[config.mk]
export PLATFORM = sky130hd
export DESIGN_NAME = alu_op_sequencer_flat
export DESIGN_NICKNAME = d
export VERILOG_FILES = /design/src/rtl/alu_defs.sv /design/src/rtl/alu_op_sequencer_if.sv /design/src/rtl/mul_shift_add.sv /design/src/rtl/alu_op_sequencer.sv /design/src/flat_wrapper.sv
export SDC_FILE = /design/constraint.sdc
export NUM_CORES = 1
export LEC_CHECK = 0
export CAP_MARGIN = 20
export CORE_UTILIZATION = 48
export CTS_CLUSTER_DIAMETER = 30
export CTS_CLUSTER_SIZE = 30
export DETAILED_ROUTE_END_ITERATION = 8
export PLACE_DENSITY_LB_ADDON = 0.1
export REMOVE_ABC_BUFFERS = 1
export SLEW_MARGIN = 40
export SYNTH_ARGS = -nofsm -noshare
export SYNTH_HDL_FRONTEND = slang
export SYNTH_SLANG_ARGS = --single-unit
[constraint.sdc]
create_clock -name clk_i -period 3.2 [get_ports clk_i]
set_clock_uncertainty 0.05 [all_clocks]
set_input_delay 0.32 -clock clk_i [delete_from_list [all_inputs] [get_ports clk_i]]
set_output_delay 0.32 -clock clk_i [all_outputs]
set_load 0.005 [all_outputs]
[src/rtl/alu_defs.sv]
// Shared ALU definitions: control codes (also decoded by the ALU), ALUOp
// classes, R-type funct values, sequencer FSM states and the decode helper.
package alu_defs;

    typedef enum logic [2:0] {
        ALU_ADD = 3'b000,
        ALU_SUB = 3'b001,
        ALU_AND = 3'b010,
        ALU_OR  = 3'b011,
        ALU_MUL = 3'b100
    } alu_ctrl_e;

    typedef enum logic [1:0] {
        ALUOP_ADD   = 2'b00,
        ALUOP_SUB   = 2'b01,
        ALUOP_RTYPE = 2'b10,
        ALUOP_ADDI  = 2'b11
    } alu_op_e;

    localparam logic [5:0] FUNCT_ADD = 6'b100000;
    localparam logic [5:0] FUNCT_SUB = 6'b100010;
    localparam logic [5:0] FUNCT_AND = 6'b100100;
    localparam logic [5:0] FUNCT_OR  = 6'b100101;
    localparam logic [5:0] FUNCT_MUL = 6'b011000;

    typedef enum logic [1:0] {
        ST_IDLE     = 2'd0,
        ST_MUL_RUN  = 2'd1,
        ST_MUL_DONE = 2'd2
    } seq_state_e;

    // Main-control op class plus funct -> ALU control code. Unknown funct
    // values fall back to ADD so a bad encoding never produces X control.
    function automatic alu_ctrl_e decode_alu(input logic [1:0] aluop, input logic [5:0] funct);
        alu_ctrl_e c;
        c = ALU_ADD;
        if (aluop == ALUOP_SUB) begin
            c = ALU_SUB;
        end else if (aluop == ALUOP_RTYPE) begin
            case (funct)
                FUNCT_ADD: c = ALU_ADD;
                FUNCT_SUB: c = ALU_SUB;
                FUNCT_AND: c = ALU_AND;
                FUNCT_OR:  c = ALU_OR;
                FUNCT_MUL: c = ALU_MUL;
                default:   c = ALU_ADD;
            endcase
        end
        return c;
    endfunction

endpackage

[src/rtl/alu_op_sequencer_if.sv]
// ID/EX -> EX issue bus: instruction/operands in, ALU control, stall and
// multiply result out. master = pipeline side, slave = sequencer.
interface alu_op_sequencer_if;
    logic        valid_i;
    logic        flush_i;
    logic [1:0]  ALUOp_i;
    logic [5:0]  funct_i;
    logic [31:0] data1_i;
    logic [31:0] data2_i;
    logic [2:0]  ALUCtrl_o;
    logic        stall_o;
    logic [31:0] mul_data_o;
    logic        sel_mul_o;

    modport master (
        output valid_i, flush_i, ALUOp_i, funct_i, data1_i, data2_i,
        input  ALUCtrl_o, stall_o, mul_data_o, sel_mul_o
    );

    modport slave (
        input  valid_i, flush_i, ALUOp_i, funct_i, data1_i, data2_i,
        output ALUCtrl_o, stall_o, mul_data_o, sel_mul_o
    );
endinterface

[src/rtl/mul_shift_add.sv]
// Iterative shift-add multiplier datapath: retires BITS_PER_CYCLE multiplier
// bits per step into a wrapping DATA_W-bit accumulator.
// MUL_EARLY_TERM_EN: flag the last step as soon as the remaining multiplier
// bits are all zero instead of always running DATA_W/BITS_PER_CYCLE steps.
module mul_shift_add #(
    parameter int BITS_PER_CYCLE = 1,
    parameter int DATA_W         = 32
) (
    input  logic              clk_i,
    input  logic              rst_i,
    input  logic              load_i,
    input  logic              step_i,
    input  logic [DATA_W-1:0] a_i,
    input  logic [DATA_W-1:0] b_i,
    output logic [DATA_W-1:0] acc_o,
    output logic              last_o
);
    localparam int MUL_CYCLES = DATA_W / BITS_PER_CYCLE;
    localparam int CNT_W      = $clog2(MUL_CYCLES);

    logic [DATA_W-1:0] mcand_q, mcand_d;
    logic [DATA_W-1:0] mplier_q, mplier_d;
    logic [DATA_W-1:0] acc_q, acc_d;
    logic [CNT_W-1:0]  cnt_q, cnt_d;
    logic [DATA_W-1:0] partial;

    // Partial product of the low multiplier bits, then load / step / hold
    always_comb begin
        partial = '0;
        for (int i = 0; i < BITS_PER_CYCLE; i++) begin
            if (mplier_q[i]) partial = partial + (mcand_q << i);
        end
        mcand_d  = mcand_q;
        mplier_d = mplier_q;
        acc_d    = acc_q;
        cnt_d    = cnt_q;
        if (load_i) begin
            mcand_d  = a_i;
            mplier_d = b_i;
            acc_d    = '0;
            cnt_d    = '0;
        end else if (step_i) begin
            acc_d    = acc_q + partial;
            mcand_d  = mcand_q << BITS_PER_CYCLE;
            mplier_d = mplier_q >> BITS_PER_CYCLE;
            cnt_d    = cnt_q + CNT_W'(1);
        end
    end

    // Datapath registers, cleared by reset even mid-multiply
    always_ff @(posedge clk_i or posedge rst_i) begin
        if (rst_i) begin
            mcand_q  <= '0;
            mplier_q <= '0;
            acc_q    <= '0;
            cnt_q    <= '0;
        end else begin
            mcand_q  <= mcand_d;
            mplier_q <= mplier_d;
            acc_q    <= acc_d;
            cnt_q    <= cnt_d;
        end
    end

    assign acc_o = acc_q;

`ifdef MUL_EARLY_TERM_EN
    // Nothing left to add once the shifted-out multiplier is zero
    assign last_o = (cnt_q == CNT_W'(MUL_CYCLES - 1)) || ((mplier_q >> BITS_PER_CYCLE) == '0);
`else
    assign last_o = (cnt_q == CNT_W'(MUL_CYCLES - 1));
`endif

endmodule

[src/rtl/alu_op_sequencer.sv]
// EX-stage ALU issue: decodes ALUOp/funct to the ALU control code and runs
// MUL as a multi-cycle shift-add, stalling the pipe until the product is
// presented with a one-cycle result-select strobe.
// Optional MUL_EARLY_TERM_EN (in mul_shift_add) shortens the run phase.
module alu_op_sequencer
    import alu_defs::*;
#(
    parameter int BITS_PER_CYCLE = 1,
    parameter int DATA_W         = 32
) (
    input  logic clk_i,
    input  logic rst_i,
    alu_op_sequencer_if.slave bus
);
    seq_state_e        state_q, state_d;
    alu_ctrl_e         ctrl;
    logic              start;
    logic              last;
    logic              sel;
    logic [DATA_W-1:0] acc;

    // Decode is purely combinational and stays visible through a multiply
    always_comb ctrl = decode_alu(bus.ALUOp_i, bus.funct_i);

    // Start is gated by reset so the stall drops the instant reset asserts
    assign start = (state_q == ST_IDLE) && bus.valid_i && (ctrl == ALU_MUL)
                   && !bus.flush_i && !rst_i;

    // Next-state: DONE always returns to IDLE so a MUL still held on the
    // inputs is not re-issued in the same cycle; flush abandons the result
    always_comb begin
        state_d = state_q;
        case (state_q)
            ST_IDLE:     if (start) state_d = ST_MUL_RUN;
            ST_MUL_RUN:  if (bus.flush_i) state_d = ST_IDLE;
                         else if (last) state_d = ST_MUL_DONE;
            ST_MUL_DONE: state_d = ST_IDLE;
            default:     state_d = ST_IDLE;
        endcase
    end

    // FSM state register
    always_ff @(posedge clk_i or posedge rst_i) begin
        if (rst_i) state_q <= ST_IDLE;
        else       state_q <= state_d;
    end

    mul_shift_add #(
        .BITS_PER_CYCLE(BITS_PER_CYCLE),
        .DATA_W        (DATA_W)
    ) u_mul (
        .clk_i (clk_i),
        .rst_i (rst_i),
        .load_i(start),
        .step_i(state_q == ST_MUL_RUN),
        .a_i   (bus.data1_i),
        .b_i   (bus.data2_i),
        .acc_o (acc),
        .last_o(last)
    );

    assign sel            = (state_q == ST_MUL_DONE) && !bus.flush_i;
    assign bus.ALUCtrl_o  = ctrl;
    assign bus.stall_o    = start || (state_q == ST_MUL_RUN);
    assign bus.sel_mul_o  = sel;
    assign bus.mul_data_o = sel ? acc : '0;

endmodule

[src/flat_wrapper.sv]
// flat-port wrapper written by rule: the top's interface ports become plain ports
module alu_op_sequencer_flat import alu_defs::*;
#(
    parameter int BITS_PER_CYCLE = 1,
    parameter int DATA_W         = 32
)
  (clk_i, rst_i, bus_valid_i, bus_flush_i, bus_ALUOp_i, bus_funct_i, bus_data1_i, bus_data2_i, bus_ALUCtrl_o, bus_stall_o, bus_mul_data_o, bus_sel_mul_o);
  alu_op_sequencer_if bus_i ();
  input  logic clk_i;
  input  logic rst_i;
  input wire logic [$bits(bus_i.valid_i)-1:0] bus_valid_i;
  input wire logic [$bits(bus_i.flush_i)-1:0] bus_flush_i;
  input wire logic [$bits(bus_i.ALUOp_i)-1:0] bus_ALUOp_i;
  input wire logic [$bits(bus_i.funct_i)-1:0] bus_funct_i;
  input wire logic [$bits(bus_i.data1_i)-1:0] bus_data1_i;
  input wire logic [$bits(bus_i.data2_i)-1:0] bus_data2_i;
  output wire logic [$bits(bus_i.ALUCtrl_o)-1:0] bus_ALUCtrl_o;
  output wire logic [$bits(bus_i.stall_o)-1:0] bus_stall_o;
  output wire logic [$bits(bus_i.mul_data_o)-1:0] bus_mul_data_o;
  output wire logic [$bits(bus_i.sel_mul_o)-1:0] bus_sel_mul_o;
  assign bus_i.valid_i = bus_valid_i;
  assign bus_i.flush_i = bus_flush_i;
  assign bus_i.ALUOp_i = bus_ALUOp_i;
  assign bus_i.funct_i = bus_funct_i;
  assign bus_i.data1_i = bus_data1_i;
  assign bus_i.data2_i = bus_data2_i;
  assign bus_ALUCtrl_o = bus_i.ALUCtrl_o;
  assign bus_stall_o = bus_i.stall_o;
  assign bus_mul_data_o = bus_i.mul_data_o;
  assign bus_sel_mul_o = bus_i.sel_mul_o;
  alu_op_sequencer #(.BITS_PER_CYCLE(BITS_PER_CYCLE), .DATA_W(DATA_W)) u_core (.clk_i(clk_i), .rst_i(rst_i), .bus(bus_i));
endmodule
==> results_dict.tcl, run 1 <==
set metrics [dict create \
    status "finished, final reports clean" \
    clock_sink_count 103 \
    max_slew.worst_pin.slew_ns 0.772 \
    fmax_ghz 0.329 \
    rows 41 \
    first_pass_grt_wire_length_microns 24900 \
    detail_route.wirelength_microns 15300 \
    starting_utilization_of_the_core_area 0.498 \
    syn_inst 738 \
    static-leakage-power_nw 3.74 \
    grt_setup_unrepaired "false" \
    route.detailed.drc 0 \
    finish.instance_area_sq_um 7980 \
    first_global_vias 5337 \
    clock_power_share 0.378 \
    ctsHtreeMaxLevel 3 \
    synth_async_sr_flop_share 1.00 \
    cell_internal_pwr_w 0.00214 \
    synth-main-ff-cell "dfrtp_1" \
    synthTopCellsByCount "nand2_1, dfrtp_1, and2_1" \
    core_region_area_sq_um 12700 \
    detailed_place.area_sq_um 7630 \
    drt_iter0_drc 273 \
    startpoint_type "register" \
    cp.required_ns 3.38 \
    classification_of_the_worst_setup_path "reg2reg" \
    floorplan.die.width_microns 117 \
    power_frac_comb 0.139 \
    die-area_sq_um 13700 \
    synthDistinctLibCells 53 \
    layout-drive-gt1-share 0.0528 \
    die_height_microns 117 \
    initial_antenna_violation_count 1 \
    synthesis.yosys.warnings 0 \
    routabilityCongestion 0.869 \
    finalWorstPathRequiredPeriod_ns 3.04 \
    hold_class "reg2reg" \
    synth_most_common_cell "nand2_1" \
    setup_tns_ns 0 \
    grt_use_total 0.234 \
    grt_max_degree 94 \
    cts_hold_buf 0 \
    synth_area_leader_cell "dfrtp_1" \
    clock_tree.root_cell "clkbuf_16" \
    sequentialPowerShare 0.483 \
    preCtsSetupSlack_ns 0.164 \
    synth_area_leaders "dfrtp_1, nand2_1, a22oi_1, ha_1, and2_1" \
    type_of_element_capturing_the_critical_path "register" \
    clkLatencyLatePin_ns 0.36 \
    timing.final.ws_setup_ns 0.163 \
    final_max_slew_viol_count 0 \
    setup_viol_count_final 0 \
    cp_max_fo 7 \
    synth.ff_latch_count 103 \
    final_routed_wire_length_divided_by_cell_count_microns 15.2 \
    max_cap_viol_count 0 \
    vdd_ir_drop_max_uv 355 \
    post_synth_instance_area_sq_um 6330 \
    clockBufferDepth 2 \
    grt-ovfl-total 0 \
    min_period_over_period 0.949 \
    timing.max_slew.rel_slack 0.486 \
    routed_via_density 5.49 \
    flow.area_growth_from_synthesis_pct 26.0 \
    buffer_ports.inserted 112 \
    worst_setup_hold_path_clk_slew_ns 0.08 \
    n_antenna_cell 0 \
    hold_violations 0 \
    power.switching_fraction 0.273 \
    sequential_to_total_area_share_from_yosys_stat 0.407 \
    synth_top_area_share 0.407 \
    numCtsBuffers 9 \
    cp.arrival_ns 3.21 \
    top_level_ports 113 \
    finish.net_count 939 \
    power.density_cell_area_nw_per_um2 369 \
    mean_area_per_synthesized_cell_sq_um 8.58 \
    synth_enable_flop_cells 0 \
    hpwl_microns 10300 \
    ant_nets 0 \
    vias_post_dr 5518 \
    tritoncts "done" \
    firstDrtPassIters 5 \
    switching_power_w 0.000805 \
]
## critical path: stages (launching register included)
cell,delay [ns]
dfrtp_1,0.43
and2_1,0.16
ha_1,0.21
fa_1,0.41
a21o_1,0.22
a221oi_4,0.38
o32ai_4,0.16
a21oi_4,0.19
a31oi_4,0.13
a311oi_2,0.31
xnor2_1,0.17
o21ai_1,0.08
## metrics by stage
step / cells / power, W / hold slack (ns) / util
2_1_floorplan: 696 / 0.00167 / 0.340 / -
6_report: 1006 / 0.00295 / 0.429 / 0.627
3_5_place_dp: 989 / 0.00185 / 0.413 / 0.600
5_1_grt: 1006 / 0.00308 / 0.456 / 0.627
3_3_place_gp: 989 / 0.00184 / 0.410 / 0.599
4_1_cts: 1005 / 0.00297 / 0.432 / 0.623
## routing by layer
| metal | GRT usage | vias up | wire length (microns) |
|---|---|---|---|
| met3 | 0.0819 | 20 | 983 |
| li1 | - | 2759 | - |
| met5 | 0 | - | 0 |
| met4 | 0.0734 | 0 | 251 |
| met1 | 0.281 | 2623 | 6770 |
| met2 | 0.396 | 116 | 7330 |
## cell type report
type,count,area [sq um]
Clock buffer,10,239
Timing Repair Buffer,122,1230
Inverter,13,51.3
Sequential cell,103,2580
Multi-Input combinational cell,580,3610
Tap cell,172,215
Clock inverter,6,58.8
Fill cell,1131,4740
## registers in the layout (all words and copies together) (netlist names)
| name | flops |
|---|---|
| u_core.u_mul.mplier_q | 32 |
| u_core.u_mul.cnt_q | 5 |
| u_core.u_mul.acc_o | 32 |
| u_core.u_mul.mcand_q | 32 |
| u_core.state_q | 2 |
## cells by family after synthesis
kind of cell | count (synthesis) | synth area share
muxes | 10 | 0.0158
xor gates and xnor gates | 28 | 0.0387
DFF | 103 | 0.407
adders and majority gates | 34 | 0.0684
buffers and inverters | 55 | 0.0338
and+or+nand+nor | 321 | 0.236
AOI/OAI and AO/OA | 187 | 0.200
## power groups by stage
stage          Clock [W]  Sequential, W  Combinational, W
2_1_floorplan          0        0.00143          0.000245
3_3_place_gp           0        0.00145          0.000391
3_5_place_dp           0        0.00145          0.000401
4_1_cts          0.00114        0.00142          0.000404
5_1_grt          0.00119        0.00143          0.000456
6_report         0.00111        0.00142          0.000409
## cell usage in the layout, fill, tap and decap left out, drive strengths merged, types with 3 or more instances in the layout
cell type / count
a22oi: 57
inv: 18
dfrtp: 103
nand2: 190
o21ai: 42
ha: 33
and2: 64
a21o: 11
o22ai: 16
nor3b: 6
nor2b: 7
nor2: 20
xor2: 14
clkdlybuf4s50: 112
a31oi: 5
xnor2: 14
clkbuf: 10
nand4: 5
nand3: 6
mux2i: 10
a21oi: 33
nor3: 5
buf: 10
a21boi: 3
a211oi: 4
and3: 7
## worst paths after layout
path,start,to,slack [ns],cells after the start
setup / recovery,u_core.u_mul.mplier_q[0],u_core.u_mul.acc_o[30],0.16,11
hold / removal,u_core.u_mul.mplier_q[10],u_core.u_mul.mplier_q[10],0.43,2
setup reg to reg,u_core.u_mul.mplier_q[0],u_core.u_mul.acc_o[30],0.16,11
min in group asynchronous,rst_i,u_core.state_q[0],0.46,2
max in group asynchronous,rst_i,u_core.u_mul.mplier_q[17],1.89,3
hold reg to reg,u_core.u_mul.mplier_q[10],u_core.u_mul.mplier_q[10],0.43,2
## what timing repair did
action | CTS | global route
setup buffers | 0 | 1
setup endpoints to repair | 0 | 5
resized for setup | 0 | 8
No activity file was read; power rests on OpenSTA's default activity.
==> inputs of run 2 (changes only) <==
--- a/config.mk
+++ b/config.mk
@@ -10,7 +10,7 @@
 export CTS_CLUSTER_DIAMETER = 30
 export CTS_CLUSTER_SIZE = 30
 export DETAILED_ROUTE_END_ITERATION = 8
-export PLACE_DENSITY_LB_ADDON = 0.1
+export PLACE_DENSITY = 0.77
 export REMOVE_ABC_BUFFERS = 1
 export SLEW_MARGIN = 40
 export SYNTH_ARGS = -nofsm -noshare
==> run 2 against run 1 <==
  * Setup slack lost 0.017 ns
  * Sequential power is essentially flat
  * Count of clock-buffer cells in the layout up 1
  * Power decreased by 2.1%
  * Flip-flop and latch count is the same
==> results_dict.tcl, run 2 (same netlist as run 1, synthesis figures left out) <==
set metrics [dict create \
    max_slew.worst_pin.slew_ns 0.736 \
    switching_power_w 0.000757 \
    grt_use_total 0.240 \
    clock_power_share 0.366 \
    final_routed_wire_length_divided_by_cell_count_microns 15.2 \
    r2r.worst_path.cells 11 \
    finish.net_count 939 \
    path_cells "buf_6 -> and2_1 -> ha_1 -> o21ai_0 -> a21oi_1 -> o21ai_1 -> a2111oi_2 -> o21ai_1 -> a211oi_1 -> mux2i_1 -> o311ai_0" \
    max_cap_viol_count 0 \
    path_buf_inv 1 \
    fill_cells 1135 \
    setup.reg_to_reg.worst_slack_ns 0.15 \
    postLayoutCoreUtil 0.624 \
    timing.final.ws_setup_ns 0.146 \
    preCtsSetupSlack_ns 0.171 \
    numCtsBuffers 9 \
    sequential_cell_area_in_the_final_layout_sq_um 2580 \
    cell_internal_pwr_w 0.00213 \
    power_frac_comb 0.140 \
    classification_of_the_worst_setup_path "reg2reg" \
    min_period_over_period 0.954 \
    vias_post_dr 5580 \
    hold_class "in2async" \
    cp_top_family "compound AO/OA/AOI/OAI gates" \
    core_region_area_sq_um 12700 \
    sequentialPowerShare 0.494 \
    routed_via_density 5.55 \
    starting_utilization_of_the_core_area 0.498 \
    cp.required_ns 3.34 \
    finalWorstPathRequiredPeriod_ns 3.05 \
    tritoncts "done" \
    startpoint_type "register" \
    cp.arrival_ns 3.20 \
    clock_tree.root_cell "clkbuf_16" \
    status "finished, final reports clean" \
    grt_setup_unrepaired "false" \
    static-leakage-power_nw 3.74 \
    ctsHtreeMaxLevel 3 \
    power.switching_fraction 0.263 \
    type_of_element_capturing_the_critical_path "register" \
    final_max_slew_viol_count 0 \
    cp_slowest_stage_delay_ns 0.43 \
    cp.depth 11 \
    vdd_ir_drop_max_uv 260 \
    grt-ovfl-total 0 \
    multi_input_comb_area_sq_um 3570 \
    rows 41 \
    firstDrtPassIters 5 \
    layout-drive-gt1-share 0.0492 \
    routabilityCongestion 0.884 \
    floorplan.die.width_microns 117 \
    n_antenna_cell 0 \
    grt_max_degree 94 \
    detail_route.wirelength_microns 15300 \
    buffer_ports.inserted 112 \
    path_common_cell "o21ai_1" \
    cp_slowest_cell "dfrtp_1" \
    die_height_microns 117 \
    layout_commonest_cell "nand2_1" \
    clock_sink_count 103 \
    most_frequent_cells_in_the_layout "nand2_1, clkdlybuf4s50_1, dfrtp_1, and2_1, a22oi_1" \
    fmax_ghz 0.327 \
    top_level_ports 113 \
    hold_violations 0 \
    cts_hold_buf 0 \
    cp_max_fo 28 \
    first_global_vias 5406 \
    worst_setup_hold_path_clk_slew_ns 0.07 \
    die-area_sq_um 13700 \
    flow.area_growth_from_synthesis_pct 25.3 \
    initial_antenna_violation_count 0 \
    timing.max_slew.rel_slack 0.510 \
    first_pass_grt_wire_length_microns 25700 \
    setup_viol_count_final 0 \
    route.detailed.drc 0 \
    power.density_cell_area_nw_per_um2 363 \
    ant_nets 0 \
    drt_iter0_drc 277 \
    clockBufferDepth 2 \
    clkLatencyLatePin_ns 0.35 \
    hpwl_microns 10600 \
]
## run 2: path summary, 6_finish.rpt
check                                     startpoint                        end
min in group clk_i         u_core.u_mul.mplier_q[12]  u_core.u_mul.mplier_q[12]
min                                            rst_i      u_core.u_mul.cnt_q[3]
max                         u_core.u_mul.mplier_q[0]     u_core.u_mul.acc_o[29]
max in group asynchronous                      rst_i  u_core.u_mul.mplier_q[28]
max reg2reg                 u_core.u_mul.mplier_q[0]     u_core.u_mul.acc_o[29]
min reg2reg                u_core.u_mul.mplier_q[12]  u_core.u_mul.mplier_q[12]
## run 2: routing by layer
metal  up-vias  part of all wire  track usage
met5         -                 0            0
met4         0             0.011       0.0608
met3        15             0.058       0.0530
met2       126              0.49        0.413
met1      2688              0.44        0.305
li1       2751                 -            -
## run 2: power by group through the flow
stage	Sequential [W]	Combinational [W]	Clock, W
final	0.00142	0.000404	0.00105
after floorplan	0.00143	0.000245	0
after CTS	0.00142	0.000405	0.00107
after global placement	0.00145	0.000387	0
after global routing	0.00143	0.000456	0.00112
after detailed placement	0.00145	0.000401	0
## run 2: final cells by class
type                    instances  area share
multi-input cells             580       0.450
flip-flops and latches        103       0.325
repair buffers                122       0.156
clock buffers                  11      0.0306
well taps                     172      0.0271
inverters                      13     0.00646
clock inverters                 5     0.00489
## run 2: repair_timing
item,4_1_cts,5_1_grt
endpoints found under the setup margin,0,5
setup buffers,0,2
resized for setup,0,2
## run 2: metrics by stage
step / std cells / TNS (ns) / hold slack, ns / total power [W] / instance area (sq um)
after floorplan: 696 / -392.17 / 0.340 / 0.00167 / 6170
after global routing: 1006 / 0 / 0.456 / 0.00301 / 7940
final: 1006 / 0 / 0.415 / 0.00288 / 7940
after global placement: 987 / 0 / 0.409 / 0.00183 / 7610
after detailed placement: 987 / 0 / 0.414 / 0.00185 / 7620
after CTS: 1003 / 0 / 0.419 / 0.00290 / 7900
==> inputs of run 3 (changes only) <==
--- a/config.mk
+++ b/config.mk
@@ -6,13 +6,14 @@
 export NUM_CORES = 1
 export LEC_CHECK = 0
 export CAP_MARGIN = 20
-export CORE_UTILIZATION = 48
+export CORE_UTILIZATION = 49
 export CTS_CLUSTER_DIAMETER = 30
 export CTS_CLUSTER_SIZE = 30
 export DETAILED_ROUTE_END_ITERATION = 8
 export PLACE_DENSITY = 0.77
 export REMOVE_ABC_BUFFERS = 1
-export SLEW_MARGIN = 40
+export SLEW_MARGIN = 10
 export SYNTH_ARGS = -nofsm -noshare
 export SYNTH_HDL_FRONTEND = slang
+export SYNTH_HIERARCHICAL = 1
 export SYNTH_SLANG_ARGS = --single-unit
==> run 3 against run 2 <==
  * Critical endpoint is now u_core/u_mul/acc_o[24]
  * Wire length is 2.8% higher
  * Register-to-register slack improved by 0.04 ns
  * Critical path type unchanged
  * Clock power rose by 14%
  * Via count up 2.6%
  * Power up 8.1%
  * Sequential share of layout area is 2.1 points lower
  * Flip-flop and latch count is the same
  * Synthesized area increased by 7.2%
  * Critical path depth up 1
  * Sequential power down 3%
  * Highest routed layer unchanged
  * Combinational power rose by 33%
  * Utilization is 1.0 points higher
==> results_dict.tcl, run 3 <==
set metrics [dict create \
    rows 42 \
    most_frequent_cells_in_the_layout "clkdlybuf4s50_1, dfrtp_1, mux2i_1, nand2_1, o21ai_0" \
    synth-main-ff-cell "dfrtp_1" \
    synth_area_leader_cell "dfrtp_1" \
    n_antenna_cell 0 \
    timing.critical_path.from "u_core/u_mul/mcand_q[0]" \
    flow.area_growth_from_synthesis_pct 25.1 \
    status "finished, final reports clean" \
    fmax_ghz 0.332 \
    synth_area_leaders "dfrtp_1, mux2i_1, ha_1, o21ai_0, nand2_1" \
    static-leakage-power_nw 3.07 \
    starting_utilization_of_the_core_area 0.507 \
    syn_inst 739 \
    number_of_non_filler_instances_in_the_completed_layout 1017 \
    first_global_vias 5752 \
    preCtsSetupSlack_ns 0.134 \
    critical_path.reg2reg.endpoint "u_core/u_mul/acc_o[24]" \
    grt_max_degree 68 \
    r2r.worst_path.cells 12 \
    synth_enable_flop_cells 0 \
    worst_setup_hold_path_clk_slew_ns 0.08 \
    timing.max_slew.rel_slack 0.625 \
    finish.net_count 946 \
    grt_use_total 0.232 \
    clkLatencyLatePin_ns 0.36 \
    synth_top_area_share 0.380 \
    hpwl_microns 11400 \
    classification_of_the_worst_setup_path "reg2reg" \
    clock_tree.root_cell "clkbuf_16" \
    finalWorstPathRequiredPeriod_ns 3.01 \
    worstReg2RegStart "u_core/u_mul/mcand_q[0]" \
    power.density_cell_area_nw_per_um2 367 \
    routed_via_density 5.63 \
    path_common_cell "o21ai_2" \
    drt_iter0_drc 290 \
    setup.reg_to_reg.worst_slack_ns 0.19 \
    cp_max_fo 5 \
    synth_async_sr_flop_share 1.00 \
    cp.arrival_ns 3.20 \
    synth_most_common_cell "dfrtp_1" \
    die-area_sq_um 14300 \
    startpoint_type "register" \
    post_synth_instance_area_sq_um 6790 \
    synthTopCellsByCount "dfrtp_1, mux2i_1, nand2_1" \
    synthesis.yosys.warnings 6 \
    ctsHtreeMaxLevel 3 \
    cp_slowest_stage_delay_ns 0.46 \
    final_max_slew_viol_count 0 \
    post-cts-setup-buffers 0 \
    placed_cells 1001 \
    ant_nets 0 \
    grt_setup_unrepaired "true" \
    hold_ws_ns 0.180 \
    hold_violations 0 \
    sequential_to_total_area_share_from_yosys_stat 0.380 \
    max_cap_viol_count 0 \
    synth.ff_latch_count 103 \
    power_w 0.00312 \
    path_cells "and2_1 -> ha_1 -> inv_1 -> fa_1 -> nand2b_1 -> a21oi_2 -> o21ai_2 -> o21ai_2 -> a31o_4 -> a21oi_1 -> or4b_1 -> o311ai_0" \
    buffer_ports.inserted 112 \
    layout-drive-gt1-share 0.0702 \
    layout_commonest_cell "clkdlybuf4s50_1" \
    timing.final.ws_setup_ns 0.185 \
    numCtsBuffers 9 \
    routabilityCongestion 0.842 \
    clockBufferDepth 2 \
    top_level_ports 113 \
    crit_end "u_core/u_mul/acc_o[24]" \
    route.detailed.drc 0 \
    cp.required_ns 3.38 \
    firstDrtPassIters 4 \
    postLayoutCoreUtil 0.634 \
    grt-ovfl-total 0 \
    synthDistinctLibCells 69 \
    final_routed_wire_length_divided_by_cell_count_microns 15.5 \
    tritoncts "done" \
    hold_class "in2async" \
    first_pass_grt_wire_length_microns 26900 \
    clock_sink_count 103 \
    setup_viol_count_final 0 \
    initial_antenna_violation_count 0 \
    mean_area_per_synthesized_cell_sq_um 9.19 \
    die_height_microns 120 \
    floorplan.die.width_microns 120 \
    min_period_over_period 0.942 \
    detail_route.wirelength_microns 15800 \
    cp_slowest_cell "or4b_1" \
    vdd_ir_drop_max_uv 334 \
    core_region_area_sq_um 13400 \
    max_slew.worst_pin.slew_ns 0.561 \
    vias_post_dr 5723 \
    type_of_element_capturing_the_critical_path "register" \
]
-- run 3: changes by cell type after synthesis, sizes merged, moves of 20 or more --
cell / previous run / this run
nand2: 190 / 85
mux2i: 10 / 86
a22oi: 57 / 1
o21ai: 42 / 86
and3: 7 / 37
and2: 64 / 37
nor2: 20 / 40
-- run 3: repair_timing --
item | 4_1_cts | 5_1_grt
hold buffers | 0 | 0
resized for setup | 0 | 2
setup endpoints to repair | 0 | 2
-- run 3: cell type report --
class	instances	area (sq um)
timing repair buffer	132	1310
clock buffer	9	225
inverter	15	61.3
multi-input combinational	575	3990
fill	1142	4910
tap	176	220
sequential	103	2580
clock inverter	7	113
-- run 3: cells by family after synthesis --
group,Yosys count,synth area share
multiplexers,87,0.128
adder cells (fa/ha/maj),34,0.0638
XOR/XNOR,24,0.0310
AND/OR/NAND/NOR,254,0.199
buffers and inverters,61,0.0350
AO/OA/AOI/OAI,176,0.163
flip-flops,103,0.380
-- run 3: worst min path at each step --
stage               slack (ns)                endpoint  depth (start not counted)                    from
floorplan                 0.02       u_core/state_q[0]                          1                   rst_i
global placement          0.46   u_core/u_mul/cnt_q[4]                          2   u_core/u_mul/cnt_q[4]
detailed placement        0.48  u_core/u_mul/acc_o[17]                          1  u_core/u_mul/acc_o[17]
CTS                       0.17       u_core/state_q[1]                          2                   rst_i
global route              0.17       u_core/state_q[1]                          2                   rst_i
finish                    0.18       u_core/state_q[1]                          2                   rst_i
-- run 3: power breakdown --
group	switching, W	total [W]	internal [W]
Combinational	0.000267	0.000536	0.000269
Sequential	0.0000339	0.00138	0.00134
Clock	0.000565	0.00120	0.000639
Total	0.000866	0.00312	0.00225
-- run 3: worst max-delay path, delay by kind of cell, from the launching register on --
kind            cells  cell delay (ns)
fa+ha+maj           2             0.60
compound gates      6             1.00
flops               1             0.38
buf+inv             1             0.07
simple gates        3             0.79
-- run 3: routing by layer --
metal | wire [microns] | vias up | track usage | part of all wire
met5 | 0 | - | 0 | 0
met4 | 282 | 0 | 0.0742 | 0.018
met3 | 540 | 23 | 0.0518 | 0.034
met2 | 8010 | 104 | 0.414 | 0.51
met1 | 6920 | 2759 | 0.274 | 0.44
li1 | - | 2837 | - | -
-- run 3: metrics by stage --
step           cell area (sq um)  TNS [ns]
2_1_floorplan               6610   -299.26
3_3_place_gp                8150         0
3_5_place_dp                8150         0
4_1_cts                     8480         0
5_1_grt                     8490   -0.0533
6_report                    8490         0
